`src/rtl/chatter_counter.sv`:
```
// chatter_counter: debounces a bouncing push-button into a clean level and a press-toggled enable bit.
module chatter_counter #(
  parameter int THRESHOLD = 16
) (
  input  logic       chatterclock,
  input  logic       reset,
  input  logic       switchin,
  output logic       ispressed,
  output logic       enabled,
  output logic [7:0] count
);
  logic       r_s1;
  logic       r_s2;
  logic       r_ispressed;
  logic       r_enabled;
  logic [7:0] r_count;
  logic       w_match;
  logic       w_done;
  assign w_match = r_s2 == r_ispressed;
  assign w_done  = r_count == 8'(THRESHOLD - 1);
  always_ff @(posedge chatterclock or posedge reset) begin
    if (reset) begin
      r_s1        <= 1'b0;
      r_s2        <= 1'b0;
      r_ispressed <= 1'b0;
      r_enabled   <= 1'b0;
      r_count     <= 8'd0;
    end else begin
      r_s1 <= switchin;
      r_s2 <= r_s1;
      // any return to the debounced level abandons the current mismatch run
      if (w_match) begin
        r_count <= 8'd0;
      end else if (w_done) begin
        r_ispressed <= r_s2;
        r_count     <= 8'd0;
        if (r_s2) r_enabled <= ~r_enabled;
      end else begin
        r_count <= r_count + 8'd1;
      end
    end
  end
  assign ispressed = r_ispressed;
  assign enabled   = r_enabled;
  assign count     = r_count;
endmodule

```
`config.mk`:
```
export PLATFORM = sky130hd
export DESIGN_NAME = chatter_counter
export DESIGN_NICKNAME = d
export VERILOG_FILES = /design/src/rtl/chatter_counter.sv
export SDC_FILE = /design/constraint.sdc
export NUM_CORES = 1
export LEC_CHECK = 0
export ABC_AREA = 1
export ABC_CLOCK_PERIOD_IN_PS = 2800
export CAP_MARGIN = 20
export CORE_AREA = 10 10 47 49
export CTS_BUF_LIST = sky130_fd_sc_hd__clkbuf_8
export DETAILED_ROUTE_END_ITERATION = 10
export DIE_AREA = 0 0 57 59
export GPL_ROUTABILITY_DRIVEN = 1
export PLACE_DENSITY = 0.7
export SYNTH_ARGS = -nofsm -noshare
export SYNTH_HDL_FRONTEND = slang
export SYNTH_SLANG_ARGS = --single-unit
```
`constraint.sdc`:
```
create_clock -name chatterclock -period 2.8 [get_ports chatterclock]
set_input_delay 0.42 -clock chatterclock [delete_from_list [all_inputs] [get_ports chatterclock]]
set_output_delay 0.42 -clock chatterclock [all_outputs]
set_load 0.02 [all_outputs]
```
==> impl_metrics.json <==
{
  "outcome": "finished clean",
  "crit_type": "reg -> out",
  "final_core_util_pct": 54.8,
  "synthesis.nets": 73,
  "period_minus_slack_ns": 1.74,
  "core_sq_um": 1400,
  "layout_setup_ws_ns": 1.06,
  "synthCells": 68,
  "clkPwrFrac_pct": 47.1,
  "place_ws_ns": 1.31,
  "grt_pass1_vias": 456,
  "gp_congestion": 0.689,
  "num_rows": 14,
  "hp-start": "r_s1",
  "clkTransAtPathRegs_ns": 0.05,
  "die_h_microns": 59,
  "yosysSeqAreaShare_pct": 52.4,
  "final.setup.tns_ns": 0,
  "final_common_cell": "nand2_1",
  "clock_latency_ns": 0.24,
  "switching_share_pct": 21.4,
  "track_usage_pct": 7.69,
  "power.density_nw_per_um2": 521,
  "slowest_delay_ns": 0.64,
  "cts_tree": "built",
  "dieArea_sq_um": 3360,
  "yosysTopAreaCell": "dfrtp_1",
  "hold_class": "reg -> reg",
  "fmax_mhz": 574,
  "max_slew_margin_pct": 70.5,
  "syn_area_sq_um": 573,
  "skew_ns": 0.000731,
  "cts_buffer_depth": 2,
  "fillers": 134,
  "path_buf_inv": 1,
  "critPathTopFamily": "buffers and inverters",
  "p_comb_share_pct": 7.0,
  "grt_pass1_wl_mm": 2.00,
  "drt-initial-drc-count": 6,
  "antenna_found_initial": 0,
  "layout_common_cells": "nand2_1 (19), nor2_1 (12), dfrtp_1 (12), clkdlybuf4s50_1 (12), inv_1 (8)",
  "synth-seq-cells": 12,
  "htree_levels": 1,
  "via_per_inst": 4.55,
  "rsz0062_at_grt": "false",
  "whs_ns": 0.349,
  "ant_nets": 0,
  "layout-drive-gt1-share_pct": 11.9,
  "ys_types": 13,
  "root_buffer": "clkbuf_8",
  "cts_buffers": 3,
  "drv_slew": 0,
  "wl_mm": 1.10,
  "r2r_start": "ispressed",
  "post_cts_buffers": 0,
  "start_util_pct": 40.9,
  "pwr-share-seq_pct": 45.9,
  "route.detailed.drc": 0,
  "synth_area_leaders": "dfrtp_1 (52%), nand2_1 (12%), nor2_1 (7.9%)",
  "hpwl_microns": 878,
  "avgSynthCellArea_sq_um": 8.43,
  "dr.pass1.iters": 3,
  "critPathSlowestCell": "clkdlybuf4s50_1",
  "cap_violations": 0,
  "finalHoldViolations": 0,
  "cts_resized": 0,
  "pin_count": 13,
  "vdd_drop_max_uv": 359,
  "portBuffers": 12,
  "grt_start_max_net_pins": 13,
  "insertedDiodeCount": 0,
  "clkSinkCount": 12,
  "crit_chain": "clkdlybuf4s50_1",
  "die_width_microns": 57,
  "switchingPower_mw": 0.0855,
  "avgRoutedWirePerCell_microns": 11.0,
  "setup_viol": 0,
  "yosysWarnings": 0,
  "worst_setup_path_start_kind": "flip-flop",
  "nets": 90,
  "cp-startpoint": "count[5]",
  "synth_top_area_share_pct": 52.4,
  "min_period_over_period_pct": 62.2,
  "cp_data_required_time_ns": 2.38,
  "cp_max_fo": 7,
  "grt_overflow": 0,
  "p_leak_nw": 0.347,
  "tightestPinTransition_ns": 0.441,
  "cp.arrival_ns": 1.32,
  "via_count": 455,
  "intPower_mw": 0.315,
  "cts-hold-fix-buffers": 0,
  "endpoint_kind": "primary output",
  "area_growth_pct": 34.1
}
==> cells in the mapped netlist <==
cell,instances
dfrtp_1,12
nand3_1,5
nor2_1,12
nand2_2,1
o21bai_1,1
nand3_2,1
ha_1,2
inv_1,8
nor2_4,1
xor2_1,2
nand2_1,19
o21ai_1,1
nor2_2,3
==> state kept, by name, indices dropped and copies added (netlist names) <==
name,flops
r_s1,1
count,8
enabled,1
ispressed,1
r_s2,1
==> per-layer routing <==
layer | track usage, % | wire [microns] | vias to the layer above
li1 | - | - | 239
met1 | 7.71 | 475 | 200
met2 | 11.6 | 474 | 13
met3 | 4.94 | 126 | 3
met4 | 5.03 | 22 | 0
met5 | 0 | 0 | -
==> area by class of cell <==
type                    instances  area [sq um]  area share (%)
clock buffers                   4          55.1            7.17
repair buffers                 12           120            15.6
well taps                      16          20.0            2.61
flip-flops and latches         12           300            39.1
multi-input cells              48           243            31.6
inverters                       8          30.0            3.91
==> stage by stage <==
stage	cell area [sq um]	cells	power [mW]
3_3_place_gp	713	96	0.215
3_5_place_dp	713	96	0.215
2_1_floorplan	573	68	0.202
6_report	768	100	0.401
4_1_cts	768	100	0.403
5_1_grt	768	100	0.414
==> kinds of logic (layout without fill, tap and decap cells) <==
logic type	Yosys count	after routing	share of synthesized area [%]
AO/OA/AOI/OAI	2	2	2.18
XOR/XNOR	2	2	3.06
adder cells (fa/ha/maj)	2	2	4.37
AND/OR/NAND/NOR	42	42	32.8
flip-flops	12	12	52.4
buffers and inverters	8	24	5.24
==> power groups by stage <==
| stage | combinational [mW] | clock, mW | sequential, mW |
|---|---|---|---|
| after floorplan | 0.0116 | 0 | 0.190 |
| after global placement | 0.0287 | 0 | 0.186 |
| after detailed placement | 0.0289 | 0 | 0.186 |
| after CTS | 0.0290 | 0.191 | 0.184 |
| after global routing | 0.0315 | 0.198 | 0.185 |
| final | 0.0281 | 0.189 | 0.184 |
==> path summary, 6_finish.rpt <==
check	endpoint	slack (ns)	cells past startpoint
max	count[5]	1.06	1
min	r_s2	0.35	0
max reg2reg	count[4]	1.55	5
min reg2reg	r_s2	0.35	0
max in group asynchronous	enabled	2.02	2
min in group asynchronous	r_s1	0.48	2
Power figures use the tool's default switching activity.
